**src/rtl/mem_1kb_arbiter_pkg.sv**
```systemverilog
// mem_arb_pkg: shared widths, FSM state encoding and timeout counter sizing for mem_1kb_arbiter
package mem_arb_pkg;
   localparam int ADDR_W_DEF = 8;
   localparam int DATA_W_DEF = 32;
   typedef enum logic [1:0] {ST_IDLE, ST_ISSUE, ST_RELEASE} state_t;
   function automatic int cnt_w(input int timeout);
      return (timeout > 2) ? $clog2(timeout) : 1;
   endfunction
endpackage

```
**src/rtl/mem_1kb_arbiter_if.sv**
```systemverilog
// mem_1kb_arbiter_if: two requester ports plus the mem_1kb strobe/address/data/done bus and status.
// slave: arbiter side (takes requests and mem responses, drives acks, strobes, status).
// master: requesters and memory side.
interface mem_1kb_arbiter_if
   import mem_arb_pkg::*;
#(
   parameter int ADDR_W = ADDR_W_DEF,
   parameter int DATA_W = DATA_W_DEF
);
   logic              p0_req, p0_we, p0_ack, p0_err;
   logic [ADDR_W-1:0] p0_addr;
   logic [DATA_W-1:0] p0_wdata, p0_rdata;
   logic              p1_req, p1_we, p1_ack, p1_err;
   logic [ADDR_W-1:0] p1_addr;
   logic [DATA_W-1:0] p1_wdata, p1_rdata;
   logic              mem_read, mem_write, mem_wr_done, mem_rd_done;
   logic [ADDR_W-1:0] mem_read_addr, mem_write_addr;
   logic [DATA_W-1:0] mem_wr_data, mem_rd_data;
   logic              busy, owner;
   modport slave (
      input  p0_req, p0_we, p0_addr, p0_wdata, p1_req, p1_we, p1_addr, p1_wdata,
      input  mem_rd_data, mem_wr_done, mem_rd_done,
      output p0_ack, p0_rdata, p0_err, p1_ack, p1_rdata, p1_err,
      output mem_read, mem_write, mem_read_addr, mem_write_addr, mem_wr_data, busy, owner
   );
   modport master (
      output p0_req, p0_we, p0_addr, p0_wdata, p1_req, p1_we, p1_addr, p1_wdata,
      output mem_rd_data, mem_wr_done, mem_rd_done,
      input  p0_ack, p0_rdata, p0_err, p1_ack, p1_rdata, p1_err,
      input  mem_read, mem_write, mem_read_addr, mem_write_addr, mem_wr_data, busy, owner
   );
endinterface

```
**src/rtl/mem_1kb_arbiter_rr_arb2.sv**
```systemverilog
// rr_arb2: combinational two-way round-robin picker.
// req_i: pending requests; last_i: last granted port; grant_valid_o/grant_id_o: chosen port.
module rr_arb2 (
   input  logic [1:0] req_i,
   input  logic       last_i,
   output logic       grant_valid_o,
   output logic       grant_id_o
);
   assign grant_valid_o = |req_i;
   assign grant_id_o    = &req_i ? ~last_i : req_i[1];
endmodule

```
**src/rtl/mem_1kb_arbiter.sv**
```systemverilog
// mem_1kb_arbiter: round-robin arbiter/sequencer sharing one mem_1kb between two requesters.
// clk: rising-edge clock; rst: async active-low reset; bus: requester ports, mem_1kb bus, busy/owner.
module mem_1kb_arbiter
   import mem_arb_pkg::*;
#(
   parameter int ADDR_W  = ADDR_W_DEF,
   parameter int DATA_W  = DATA_W_DEF,
   parameter int TIMEOUT = 64
) (
   input logic clk,
   input logic rst,
   mem_1kb_arbiter_if.slave bus
);
   localparam int CW = cnt_w(TIMEOUT);
   state_t                   state_q, state_d;
   logic                     we_q, we_d, owner_q, owner_d;
   logic [ADDR_W-1:0]        addr_q, addr_d;
   logic [DATA_W-1:0]        wdata_q, wdata_d;
   logic [CW-1:0]            cnt_q, cnt_d;
   logic [1:0]               ack_q, ack_d, err_q, err_d;
   logic [1:0][DATA_W-1:0]   rdata_q, rdata_d;
   logic                     gnt_v, gnt_id, done, limit;
   rr_arb2 u_rr (
      .req_i        ({bus.p1_req, bus.p0_req}),
      .last_i       (owner_q),
      .grant_valid_o(gnt_v),
      .grant_id_o   (gnt_id)
   );
   always_comb begin
      state_d = state_q;
      we_d    = we_q;
      addr_d  = addr_q;
      wdata_d = wdata_q;
      cnt_d   = cnt_q;
      owner_d = owner_q;
      ack_d   = '0;
      err_d   = err_q;
      rdata_d = rdata_q;
      done    = we_q ? bus.mem_wr_done : bus.mem_rd_done;
      limit   = cnt_q == CW'(TIMEOUT - 1);
      case (state_q)
         ST_IDLE: if (gnt_v) begin
            state_d = ST_ISSUE;
            owner_d = gnt_id;
            we_d    = gnt_id ? bus.p1_we    : bus.p0_we;
            addr_d  = gnt_id ? bus.p1_addr  : bus.p0_addr;
            wdata_d = gnt_id ? bus.p1_wdata : bus.p0_wdata;
            cnt_d   = '0;
         end
         // a done arriving on the timeout cycle still completes cleanly
         ST_ISSUE: if (done || limit) begin
            state_d          = ST_RELEASE;
            cnt_d            = '0;
            ack_d[owner_q]   = 1'b1;
            err_d[owner_q]   = ~done;
            rdata_d[owner_q] = (done && !we_q) ? bus.mem_rd_data : '0;
         end else cnt_d = cnt_q + CW'(1);
         // hold off the next grant until mem_1kb has dropped both dones
         ST_RELEASE: if (!(bus.mem_wr_done || bus.mem_rd_done) || limit) state_d = ST_IDLE;
                     else cnt_d = cnt_q + CW'(1);
         default: state_d = ST_IDLE;
      endcase
   end
   always_ff @(posedge clk or negedge rst) begin
      if (!rst) begin
         state_q <= ST_IDLE;
         we_q    <= 1'b0;
         addr_q  <= '0;
         wdata_q <= '0;
         cnt_q   <= '0;
         owner_q <= 1'b1;
         ack_q   <= '0;
         err_q   <= '0;
         rdata_q <= '0;
      end else begin
         state_q <= state_d;
         we_q    <= we_d;
         addr_q  <= addr_d;
         wdata_q <= wdata_d;
         cnt_q   <= cnt_d;
         owner_q <= owner_d;
         ack_q   <= ack_d;
         err_q   <= err_d;
         rdata_q <= rdata_d;
      end
   end
   assign bus.mem_write      = (state_q == ST_ISSUE) &&  we_q;
   assign bus.mem_read       = (state_q == ST_ISSUE) && !we_q;
   assign bus.mem_read_addr  = addr_q;
   assign bus.mem_write_addr = addr_q;
   assign bus.mem_wr_data    = wdata_q;
   assign bus.p0_ack         = ack_q[0];
   assign bus.p1_ack         = ack_q[1];
   assign bus.p0_err         = err_q[0];
   assign bus.p1_err         = err_q[1];
   assign bus.p0_rdata       = rdata_q[0];
   assign bus.p1_rdata       = rdata_q[1];
   assign bus.busy           = state_q != ST_IDLE;
   assign bus.owner          = owner_q;
endmodule

```
**src/flat_wrapper.sv**
```systemverilog
// flat-port wrapper written by rule: the top's interface ports become plain ports
module mem_1kb_arbiter_flat import mem_arb_pkg::*;
#(
   parameter int ADDR_W  = ADDR_W_DEF,
   parameter int DATA_W  = DATA_W_DEF,
   parameter int TIMEOUT = 64
)
  (clk, rst, bus_p0_req, bus_p0_we, bus_p0_addr, bus_p0_wdata, bus_p1_req, bus_p1_we, bus_p1_addr, bus_p1_wdata, bus_mem_rd_data, bus_mem_wr_done, bus_mem_rd_done, bus_p0_ack, bus_p0_rdata, bus_p0_err, bus_p1_ack, bus_p1_rdata, bus_p1_err, bus_mem_read, bus_mem_write, bus_mem_read_addr, bus_mem_write_addr, bus_mem_wr_data, bus_busy, bus_owner);
  mem_1kb_arbiter_if #(.ADDR_W(ADDR_W), .DATA_W(DATA_W)) bus_i ();
  input logic clk;
  input logic rst;
  input wire logic [$bits(bus_i.p0_req)-1:0] bus_p0_req;
  input wire logic [$bits(bus_i.p0_we)-1:0] bus_p0_we;
  input wire logic [$bits(bus_i.p0_addr)-1:0] bus_p0_addr;
  input wire logic [$bits(bus_i.p0_wdata)-1:0] bus_p0_wdata;
  input wire logic [$bits(bus_i.p1_req)-1:0] bus_p1_req;
  input wire logic [$bits(bus_i.p1_we)-1:0] bus_p1_we;
  input wire logic [$bits(bus_i.p1_addr)-1:0] bus_p1_addr;
  input wire logic [$bits(bus_i.p1_wdata)-1:0] bus_p1_wdata;
  input wire logic [$bits(bus_i.mem_rd_data)-1:0] bus_mem_rd_data;
  input wire logic [$bits(bus_i.mem_wr_done)-1:0] bus_mem_wr_done;
  input wire logic [$bits(bus_i.mem_rd_done)-1:0] bus_mem_rd_done;
  output wire logic [$bits(bus_i.p0_ack)-1:0] bus_p0_ack;
  output wire logic [$bits(bus_i.p0_rdata)-1:0] bus_p0_rdata;
  output wire logic [$bits(bus_i.p0_err)-1:0] bus_p0_err;
  output wire logic [$bits(bus_i.p1_ack)-1:0] bus_p1_ack;
  output wire logic [$bits(bus_i.p1_rdata)-1:0] bus_p1_rdata;
  output wire logic [$bits(bus_i.p1_err)-1:0] bus_p1_err;
  output wire logic [$bits(bus_i.mem_read)-1:0] bus_mem_read;
  output wire logic [$bits(bus_i.mem_write)-1:0] bus_mem_write;
  output wire logic [$bits(bus_i.mem_read_addr)-1:0] bus_mem_read_addr;
  output wire logic [$bits(bus_i.mem_write_addr)-1:0] bus_mem_write_addr;
  output wire logic [$bits(bus_i.mem_wr_data)-1:0] bus_mem_wr_data;
  output wire logic [$bits(bus_i.busy)-1:0] bus_busy;
  output wire logic [$bits(bus_i.owner)-1:0] bus_owner;
  assign bus_i.p0_req = bus_p0_req;
  assign bus_i.p0_we = bus_p0_we;
  assign bus_i.p0_addr = bus_p0_addr;
  assign bus_i.p0_wdata = bus_p0_wdata;
  assign bus_i.p1_req = bus_p1_req;
  assign bus_i.p1_we = bus_p1_we;
  assign bus_i.p1_addr = bus_p1_addr;
  assign bus_i.p1_wdata = bus_p1_wdata;
  assign bus_i.mem_rd_data = bus_mem_rd_data;
  assign bus_i.mem_wr_done = bus_mem_wr_done;
  assign bus_i.mem_rd_done = bus_mem_rd_done;
  assign bus_p0_ack = bus_i.p0_ack;
  assign bus_p0_rdata = bus_i.p0_rdata;
  assign bus_p0_err = bus_i.p0_err;
  assign bus_p1_ack = bus_i.p1_ack;
  assign bus_p1_rdata = bus_i.p1_rdata;
  assign bus_p1_err = bus_i.p1_err;
  assign bus_mem_read = bus_i.mem_read;
  assign bus_mem_write = bus_i.mem_write;
  assign bus_mem_read_addr = bus_i.mem_read_addr;
  assign bus_mem_write_addr = bus_i.mem_write_addr;
  assign bus_mem_wr_data = bus_i.mem_wr_data;
  assign bus_busy = bus_i.busy;
  assign bus_owner = bus_i.owner;
  mem_1kb_arbiter #(.ADDR_W(ADDR_W), .DATA_W(DATA_W), .TIMEOUT(TIMEOUT)) u_core (.clk(clk), .rst(rst), .bus(bus_i));
endmodule
```
**config.mk**
```make
export PLATFORM = sky130hd
export DESIGN_NAME = mem_1kb_arbiter_flat
export DESIGN_NICKNAME = d
export VERILOG_FILES = /design/src/rtl/mem_1kb_arbiter_pkg.sv /design/src/rtl/mem_1kb_arbiter_if.sv /design/src/rtl/mem_1kb_arbiter_rr_arb2.sv /design/src/rtl/mem_1kb_arbiter.sv /design/src/flat_wrapper.sv
export SDC_FILE = /design/constraint.sdc
export NUM_CORES = 1
export LEC_CHECK = 0
export ABC_AREA = 1
export BUFFER_PORTS_ARGS = -buffer_cell sky130_fd_sc_hd__buf_2
export CAP_MARGIN = 15
export CORE_MARGIN = 2
export CORE_UTILIZATION = 45
export CTS_BUF_LIST = sky130_fd_sc_hd__clkbuf_8 sky130_fd_sc_hd__clkbuf_16
export CTS_CLUSTER_SIZE = 16
export DETAILED_ROUTE_END_ITERATION = 16
export GPL_TIMING_DRIVEN = 0
export PLACE_DENSITY = 0.79
export SLEW_MARGIN = 10
export SYNTH_ARGS = -nofsm -noshare
export SYNTH_HDL_FRONTEND = slang
export SYNTH_SLANG_ARGS = --single-unit
export TNS_END_PERCENT = 10
```
**constraint.sdc**
```tcl
create_clock -name clk -period 4.23 [get_ports clk]
set_input_delay 0.2115 -clock clk [delete_from_list [all_inputs] [get_ports clk]]
set_output_delay 0.2115 -clock clk [all_outputs]
set_load 0.01 [all_outputs]
```
==> flow_summary.ini, run 1 <==
[critical_path]
reg2reg_slack_ns = 2.28
critPathMaxFanout = 7
cp-start-kind = flop
crit_type = flop to primary output
required_ns = 4.02
cp-end-kind = primary output
cp.arrival_ns = 1.77

[floorplanning]
num_io_pins = 240
die_x_um = 114
initial_core_util_pct = 45.8
die_area_um2 = 13000
die_y_um = 114
placement_rows = 40
coreArea_um2 = 11900

[logic_synthesis]
synth_top_family_by_area = simple AND/OR/NAND/NOR gates
netlist_instances = 687
synth-compound-area-share_pct = 8.51
synth-simple-area-share_pct = 26.8
syn_area_per_cell_um2 = 7.94
yosys.area_share.adder_pct = 1.38
ys_types = 26
syn-num-nets = 813
synth_mux_area_share_pct = 0
ys_ff_latch = 118
synth_xor_area_share_pct = 0.161
synth_area_um2 = 5450
synth-seq-area-share_pct = 54.2
synth_warnings = 0

[global_route]
grt_pass1_wl_um = 24600
grt_pass1_vias = 4919
grt_max_degree = 67
grt_use_total_pct = 24.3
antenna_found_initial = 1
overflow = 0

[drt]
num_vias = 5323
first_pass_iters = 5
ant_nets = 0
drt-total-wl_um = 15400
drc = 0
vias_per_cell = 4.81
drt_iter0_markers = 489
routedWlPerCell_um = 13.9

[timing]
hold-worst-slack_ns = 0.0530
clock_skew_ns = 0.0125
slew_headroom_pct = 66.0
fin_crit_ns = 1.98
hold_viol = 0
max_freq_mhz = 505
slew_violations = 0
period_share_pct = 46.8
setup_viol = 0
rsz0062_at_grt = false
timing.setup.tns_ns = 0
worst_pin_slew_ns = 0.510

[pwr]
ir_worst_vdd_uv = 667
powerDensity_nw_per_um2 = 740
p_leak_nw = 4.42
fin_total_pwr_w = 0.00555

[layout]
seqCellArea_um2 = 2950
final_area_um2 = 7500
multiInputGateArea_um2 = 2010
n_antenna_cell = 0
layout-drive-gt1-share_pct = 32.0
nets = 1073
fillCellCount = 1036
area_growth_syn_to_layout_pct = 37.5

[placed_design]
routabilityCongestion = 0.905
place_area_um2 = 6870
portBuffers = 239
hpwl_um = 11200

[clock_tree]
clkTransAtPathRegs_ns = 0.05
clockBufferDepth = 2
worstSkewPairLatency_ns = 0.41
root_buffer = clkbuf_16
h-tree-depth = 4
cts_tree = built
numCtsBuffers = 17
cts_num_sinks = 118

[run_status]
status = completed

[hold_path]
hold_path.class = primary input to flop

[run]
maxCapViolations = 0
-- through the flow --
stage	util, %	std cells	setup slack [ns]
after floorplan	-	687	2.72
after global placement	57.4	1073	1.44
after detailed placement	57.6	1074	2.29
after CTS	63.0	1107	2.23
after global routing	63.0	1107	2.02
final	63.0	1107	2.25
-- critical path, cell delays in order (launching register included) --
cell      delay (ns)
dfrtp_1         0.41
inv_1           0.11
ha_1            0.14
clkbuf_1        0.35
inv_1           0.10
nor2_1          0.10
buf_2           0.13
-- layout make-up --
class / count / share of cell area (%)
clock inverter: 14 / 2.44
timing repair buffer: 241 / 16.5
sequential: 118 / 39.4
multi-input combinational: 468 / 26.8
inverter: 60 / 3.07
buffer: 41 / 3.42
tap: 147 / 2.45
clock buffer: 18 / 5.86
-- timing repair --
action	in CTS	in global routing
setup buffers	0	0
gates resized for setup	0	0
hold endpoints to repair	51	0
hold buffers	1	0
-- worst paths after layout --
path,start,end,cells past startpoint
worst max-delay path,u_core.state_q[1],bus_mem_read,6
worst min-delay path,bus_p1_wdata[25],u_core.bus.mem_wr_data[25],3
worst max register to register,u_core.state_q[0],u_core.bus.mem_wr_data[8],7
worst min register to register,u_core.bus.p0_rdata[24],u_core.bus.p0_rdata[24],2
max in group asynchronous,rst,u_core.bus.p1_rdata[0],3
min in group asynchronous,rst,u_core.bus.mem_wr_data[5],2
-- cells in the mapped netlist, drive strengths merged --
master | instances | area, um2
clkbuf | 19 | 71.3
xor2 | 1 | 8.76
dfstp | 1 | 26.3
o22ai | 1 | 6.26
nand4 | 2 | 12.5
o21ai | 87 | 435
a21oi | 3 | 22.5
nand2 | 274 | 1040
inv | 60 | 230
nor2 | 78 | 303
ha | 6 | 75.1
nand3 | 16 | 110
dfrtp | 117 | 2930
buf | 22 | 185
-- sequential cells by signal, summed over array words and instances (netlist names) --
name and flops:
u_core.cnt_q 6, u_core.bus.owner 1, u_core.bus.p1_rdata 32, u_core.ack_q 2, u_core.err_q 2, u_core.state_q 2, u_core.we_q 1, u_core.bus.mem_wr_data 32
u_core.bus.mem_read_addr 8, u_core.bus.p0_rdata 32
-- report_power, final --
part	switching [W]	internal, W
combinational	0.00128	0.000829
clock	0.000509	0.000995
sequential	0.000301	0.00163
-- cells by family (layout without fill, tap and decap cells) --
family,after synthesis,after routing
and+or+nand+nor,370,370
DFF,118,118
buffers and inverters,101,374
AOI/OAI and AO/OA,91,91
adders and majority gates,6,6
xor gates and xnor gates,1,1
-- cells in the final DEF (no fill, tap or decap), types with 2 or more instances in the layout --
cell        instances
clkbuf_1           19
nor2_1             76
inv_2               2
a21oi_2             2
inv_1              57
clkbuf_16          17
clkinv_2            4
buf_4              15
buf_2             239
nand3_1            13
clkinvlp_4          4
o21ai_0            79
nand3_4             2
nand2_1           272
buf_6               7
o21ai_1             8
dfrtp_1           117
ha_1                6
bufinv_16           4
nand4_1             2
inv_4               2
-- metal layers --
metal,vias up,routed length [um],track usage (%)
met3,26,819,6.46
met5,-,0,0
met1,2487,6660,32.3
met4,0,294,8.29
met2,188,7590,38.8
li1,2622,-,-
No activity file was read; power rests on OpenSTA's default activity.
==> run 2: changes to the inputs <==
--- a/config.mk
+++ b/config.mk
@@ -9,7 +9,7 @@
 export BUFFER_PORTS_ARGS = -buffer_cell sky130_fd_sc_hd__buf_2
 export CAP_MARGIN = 15
 export CORE_MARGIN = 2
-export CORE_UTILIZATION = 45
+export CORE_UTILIZATION = 43
 export CTS_BUF_LIST = sky130_fd_sc_hd__clkbuf_8 sky130_fd_sc_hd__clkbuf_16
 export CTS_CLUSTER_SIZE = 16
 export DETAILED_ROUTE_END_ITERATION = 16
==> constraint.sdc (replaced) <==
create_clock -name clk -period 1.65 [get_ports clk]
set_input_delay 0.0825 -clock clk [delete_from_list [all_inputs] [get_ports clk]]
set_output_delay 0.0825 -clock clk [all_outputs]
set_load 0.01 [all_outputs]
==> run 2 against run 1 <==
Net effect: clock power increased by 140%; via count increased by 14%; core utilization increased by 5.8 points; sequential share of layout area decreased by 5.1 points; critical path type is now flop to flop; setup slack got worse by 2.2 ns; count of clock-buffer cells in the layout increased by 1; the flow now finishes with violations (negative hold slack); clock skew decreased by 0.0015 ns; design area increased by 15%.
==> flow_summary.ini, run 2 (synthesized netlist as in run 1, its figures left out) <==
[run_status]
status = finished with violations
violations = negative hold slack

[drt]
drc = 0
vias_per_cell = 4.94
drt_iter0_markers = 545
drt-total-wl_um = 18500
num_vias = 6082
ant_nets = 0
routedWlPerCell_um = 15.0
first_pass_iters = 7

[pwr]
p_leak_nw = 4.89
internal_power_w = 0.00902
power_switching_w = 0.00574
switching_share_pct = 38.9
p_comb_share_pct = 41.7
clock_power_share_pct = 24.5
seq_power_share_pct = 33.8
powerDensity_nw_per_um2 = 1710
ir_worst_vdd_uv = 945

[global_route]
grt_max_degree = 68
antenna_found_initial = 0
grt_pass1_vias = 5800
grt_use_total_pct = 27.3
grt_pass1_wl_um = 28400
overflow = 0

[critical_path]
cp-end-kind = flop
required_ns = 1.94
rr_startpoint = u_core.cnt_q[1]
reg2reg_depth = 9
crit_type = flop to flop
reg2reg_slack_ns = 0.06
critPathMaxFanout = 10
r2r_end = u_core.bus.p0_rdata[27]
cp.arrival_ns = 1.88
cp-start-kind = flop

[clock_tree]
clockBufferDepth = 2
cts_num_sinks = 118
h-tree-depth = 4
clkTransAtPathRegs_ns = 0.06
cts_tree = built
worstSkewPairLatency_ns = 0.41
root_buffer = clkbuf_16
numCtsBuffers = 17

[floorplanning]
initial_core_util_pct = 43.6
coreArea_um2 = 12500
num_io_pins = 240
die_area_um2 = 13600
placement_rows = 41
die_y_um = 117
die_x_um = 117

[timing]
worst_pin_slew_ns = 0.498
setup_ws_ns = 0.0634
period_share_pct = 96.2
rsz0062_at_grt = true
slew_headroom_pct = 66.8
timing.setup.tns_ns = 0
hold_viol = 3
clock_skew_ns = 0.0110
fin_crit_ns = 1.59
slew_violations = 0
hold-worst-slack_ns = -0.0219
max_freq_mhz = 630
setup_viol = 0

[hold_path]
worstHoldPathCells = 3
worstHoldEndpoint = u_core.bus.mem_read_addr[6]
hp-start = bus_p0_addr[6]
hold_path.class = primary input to flop

[layout]
fillCellCount = 925
n_antenna_cell = 0
layout_common_cells = nand2_1, buf_2, dfrtp_1, dlygate4sd3_1, nor2_1
final_area_um2 = 8610
area_growth_syn_to_layout_pct = 57.9
fin_util_pct = 68.8
layout-drive-gt1-share_pct = 32.4
nets = 1173
layout_commonest_cell = nand2_1

[run]
maxCapViolations = 0

[placed_design]
routabilityCongestion = 0.885
portBuffers = 239
hpwl_um = 11300
place_area_um2 = 6900
pre_cts_slack_ns = -0.365
==> run 2: changes by cell type in the layout (fill, tap and decap cells not counted), sizes merged <==
cell	change
buf	+16
bufinv	-2
clkbuf	-10
clkinv	+3
clkinvlp	-1
dlygate4sd3	+95
inv	-1
==> run 2: power by group through the flow <==
stage | Clock [W] | Combinational (W) | Sequential, W
after CTS | 0.00364 | 0.00579 | 0.00491
after detailed placement | 0 | 0.00543 | 0.00495
after floorplan | 0 | 0.00250 | 0.00548
final | 0.00362 | 0.00615 | 0.00499
after global routing | 0.00380 | 0.00682 | 0.00512
after global placement | 0 | 0.00530 | 0.00491
==> run 2: timing repair <==
| action | CTS | global route |
|---|---|---|
| setup buffers | 1 | 5 |
| hold endpoints to repair | 137 | 0 |
| resized for setup | 26 | 58 |
| endpoints found under the setup margin | 110 | 110 |
| hold buffers | 96 | 0 |
==> run 2: critical path, stage by stage (launching register included) <==
cell	delay [ns]
dfrtp_1	0.42
ha_4	0.19
nand3_2	0.11
nor2_4	0.12
nor2_4	0.05
inv_4	0.07
nand3_4	0.14
buf_4	0.22
nand2_1	0.07
nand2_1	0.07
==> run 2: how the worst max path moves through the flow <==
stage	startpoint	to	slack, ns	cells past startpoint
2_1_floorplan	u_core.state_q[0]	u_core.bus.mem_read_addr[7]	0.14	8
3_3_place_gp	rst	u_core.bus.p1_rdata[27]	-1.00	1
3_5_place_dp	u_core.state_q[0]	u_core.bus.mem_wr_data[13]	-0.37	7
4_1_cts	u_core.state_q[0]	u_core.bus.mem_wr_data[3]	-0.04	8
5_1_grt	u_core.cnt_q[1]	u_core.bus.p0_rdata[3]	-0.07	10
6_report	u_core.cnt_q[1]	u_core.bus.p0_rdata[27]	0.06	9
==> run 2: layer usage <==
metal	global-route usage [%]	part of all wire (%)	up-vias
met5	0	0	-
met4	15.4	4.5	0
met3	5.97	5.5	88
met2	46.8	51	288
met1	31.8	39	2879
li1	-	-	2827
==> run 2: layout make-up <==
cell class / count / area (um2) / area share (%)
clock buffer: 19 / 453 / 5.26
clock inverter: 13 / 130 / 1.51
timing repair buffer: 342 / 2240 / 26.0
sequential: 118 / 2960 / 34.3
buffer: 40 / 298 / 3.46
inverter: 60 / 235 / 2.73
tap: 172 / 215 / 2.50
multi-input combinational: 468 / 2090 / 24.2
==> run 2: through the flow <==
step	hold WS, ns	power [W]	std cells
after floorplan	-0.213	0.00798	687
after global placement	0.339	0.0102	1098
after detailed placement	0.0550	0.0104	1099
after CTS	0.000207	0.0143	1227
after global routing	0.0137	0.0157	1232
final	-0.0219	0.0148	1232
==> run 3: changes to the inputs <==
--- a/config.mk
+++ b/config.mk
@@ -5,16 +5,15 @@
 export SDC_FILE = /design/constraint.sdc
 export NUM_CORES = 1
 export LEC_CHECK = 0
-export ABC_AREA = 1
 export BUFFER_PORTS_ARGS = -buffer_cell sky130_fd_sc_hd__buf_2
 export CAP_MARGIN = 15
 export CORE_MARGIN = 2
-export CORE_UTILIZATION = 43
+export CORE_UTILIZATION = 42
 export CTS_BUF_LIST = sky130_fd_sc_hd__clkbuf_8 sky130_fd_sc_hd__clkbuf_16
 export CTS_CLUSTER_SIZE = 16
 export DETAILED_ROUTE_END_ITERATION = 16
 export GPL_TIMING_DRIVEN = 0
-export PLACE_DENSITY = 0.79
+export PLACE_DENSITY = 0.78
 export SLEW_MARGIN = 10
 export SYNTH_ARGS = -nofsm -noshare
 export SYNTH_HDL_FRONTEND = slang
==> run 3 against run 2 <==
Net effect: the run ends with negative setup slack left; non-clock buffer count grew 24; worst hold slack gained 0.045 ns; count of clock-buffer cells in the layout shrank 1; setup slack lost 0.28 ns; register-to-register slack lost 0.28 ns; largest cell class unchanged.
==> flow_summary.ini, run 3 <==
[timing]
setup_ws_ns = -0.219
slew_violations = 0
hold_viol = 0
fin_crit_ns = 1.87
period_share_pct = 113
worst_pin_slew_ns = 0.511
setup_viol = 73
rsz0062_at_grt = true
hold-worst-slack_ns = 0.0227
clock_skew_ns = 0.0100
timing.setup.tns_ns = -7.46
max_freq_mhz = 535
slew_headroom_pct = 65.9

[run_status]
status = finished with violations
violations = negative setup slack

[pwr]
internal_power_w = 0.00921
p_comb_share_pct = 42.6
power_switching_w = 0.00572
powerDensity_nw_per_um2 = 1690
p_leak_nw = 4.54
clock_power_share_pct = 24.6
switching_share_pct = 38.3
seq_power_share_pct = 32.8
ir_worst_vdd_uv = 990
fin_total_pwr_w = 0.0149

[logic_synthesis]
synth_edf_count = 0
ys_ff_latch = 118
netlist_instances = 501
syn-num-nets = 627
syn_area_per_cell_um2 = 10.1
synthDominantCellAreaShare_pct = 57.8
synth_top_flop_cell = dfrtp_1
synth-seq-area-share_pct = 58.3
ys_types = 36
synthArstFlopShare_pct = 100
synth_area_leader_cell = dfrtp_1
ys_top_cells_by_area = dfrtp_1, nand2_1, mux2i_1
synth.most_common_cell = nand2_1
synth_warnings = 0
synth_commonest_cells = nand2_1, dfrtp_1, o21ai_0
synth_area_um2 = 5070

[layout]
fin_util_pct = 74.1
fillCellCount = 730
seqCellArea_um2 = 2960
nets = 1013
layout_commonest_cell = buf_2
area_growth_syn_to_layout_pct = 74.1
multiInputGateArea_um2 = 2170
layout-drive-gt1-share_pct = 45.8
layout_common_cells = buf_2, dfrtp_1, dlygate4sd3_1, nand2_1

[clock_tree]
h-tree-depth = 4
worstSkewPairLatency_ns = 0.41
numCtsBuffers = 17
cts_num_sinks = 118
root_buffer = clkbuf_16
clockBufferDepth = 2
clkTransAtPathRegs_ns = 0.06
cts_tree = built

[floorplanning]
coreArea_um2 = 11900
die_y_um = 114
initial_core_util_pct = 42.5
die_x_um = 114
die_area_um2 = 13000
placement_rows = 40
num_io_pins = 240

[drt]
first_pass_iters = 5
num_vias = 5560
vias_per_cell = 5.31
routedWlPerCell_um = 19.0
ant_nets = 0
drc = 0
drt_iter0_markers = 510
drt-total-wl_um = 19900

[global_route]
grt_pass1_vias = 5576
grt_use_total_pct = 29.2
antenna_found_initial = 1
overflow = 0
grt_pass1_wl_um = 29200
grt_max_degree = 66

[critical_path]
critPathMaxFanout = 8
cp.arrival_ns = 2.16
crit_type = flop to flop
cp-start-kind = flop
required_ns = 1.94
cp-end-kind = flop

[hold_path]
hold_path.class = primary input to flop

[placed_design]
routabilityCongestion = 0.784
hpwl_um = 11000
portBuffers = 239

[run]
maxCapViolations = 0
==> run 3: cell types whose count changed after synthesis, moves of 12 or more <==
| cell | previous run | this run |
|---|---|---|
| nand3_1 | 13 | 1 |
| o21ai_1 | 8 | 31 |
| mux2i_1 | 0 | 41 |
| nand2_1 | 272 | 140 |
| nor2_1 | 76 | 5 |
| inv_1 | 56 | 7 |
==> run 3: layout make-up <==
cell class,count,share of cell area [%]
Tap cell,147,2.08
Sequential cell,118,33.5
Inverter,7,0.298
Clock inverter,13,1.60
Buffer,39,3.79
Clock buffer,18,4.98
Timing Repair Buffer,367,29.1
Antenna cell,1,0.0284
Multi-Input combinational cell,337,24.6
==> run 3: path summary, 6_finish.rpt <==
path	startpoint	cells after the start	end	slack, ns
worst min-delay path	bus_p1_wdata[31]	3	u_core.bus.mem_wr_data[31]	0.02
worst max-delay path	u_core.cnt_q[0]	8	u_core.bus.p0_rdata[11]	-0.22
max in group asynchronous	rst	3	u_core.bus.owner	0.71
worst max register to register	u_core.cnt_q[0]	8	u_core.bus.p0_rdata[11]	-0.22
worst min register to register	u_core.bus.p0_rdata[24]	2	u_core.bus.p0_rdata[24]	0.47
min in group asynchronous	rst	2	u_core.bus.p1_rdata[13]	0.21
==> run 3: per-layer routing <==
metal	share of wire (%)	GRT usage, %	wire length (um)
met5	0	0	0
met4	3.6	11.5	710
met1	37	33.7	7450
met2	50	50.3	9910
met3	9.3	9.88	1850
==> run 3: what timing repair did <==
| action | 4_1_cts | 5_1_grt |
|---|---|---|
| cloned | 3 | 2 |
| setup buffers | 10 | 4 |
| hold buffers | 109 | 0 |
| endpoints found under the hold margin | 157 | 0 |
| resized for setup | 77 | 111 |
| setup endpoints to repair | 116 | 114 |
| pin swaps | 27 | 15 |
==> run 3: cells by family (layout without fill, tap and decap cells) <==
logic type,after synthesis,count (layout),synth area share (%)
AO/OA/AOI/OAI,128,128,13.6
adder cells (fa/ha/maj),6,6,1.48
buffers and inverters,46,444,5.04
flip-flops,118,118,58.3
multiplexers,44,44,8.84
other,0,1,0
AND/OR/NAND/NOR,159,159,12.7
==> run 3: power by group through the flow <==
stage | combinational [W] | clock [W] | sequential [W]
finish | 0.00635 | 0.00367 | 0.00490
global route | 0.00684 | 0.00385 | 0.00501
CTS | 0.00555 | 0.00368 | 0.00474
detailed placement | 0.00487 | 0 | 0.00474
global placement | 0.00474 | 0 | 0.00473
floorplan | 0.00220 | 0 | 0.00521
==> run 3: worst max-delay path, stage by stage (launching register included) <==
cell and delay [ns]:
dfrtp_1 0.35, ha_2 0.18, and4_4 0.23, a21oi_4 0.06, or3_4 0.41, buf_12 0.18
buf_8 0.14, nand2_2 0.11, o21ai_2 0.09
==> run 3: per-stage QoR <==
stage | instance area [um2] | setup slack [ns] | instances
after floorplan | 5070 | -0.00492 | 501
after global placement | 6450 | -0.935 | 887
after detailed placement | 6480 | -0.335 | 888
after CTS | 8510 | -0.0996 | 1040
after global routing | 8820 | -0.274 | 1047
final | 8820 | -0.219 | 1047
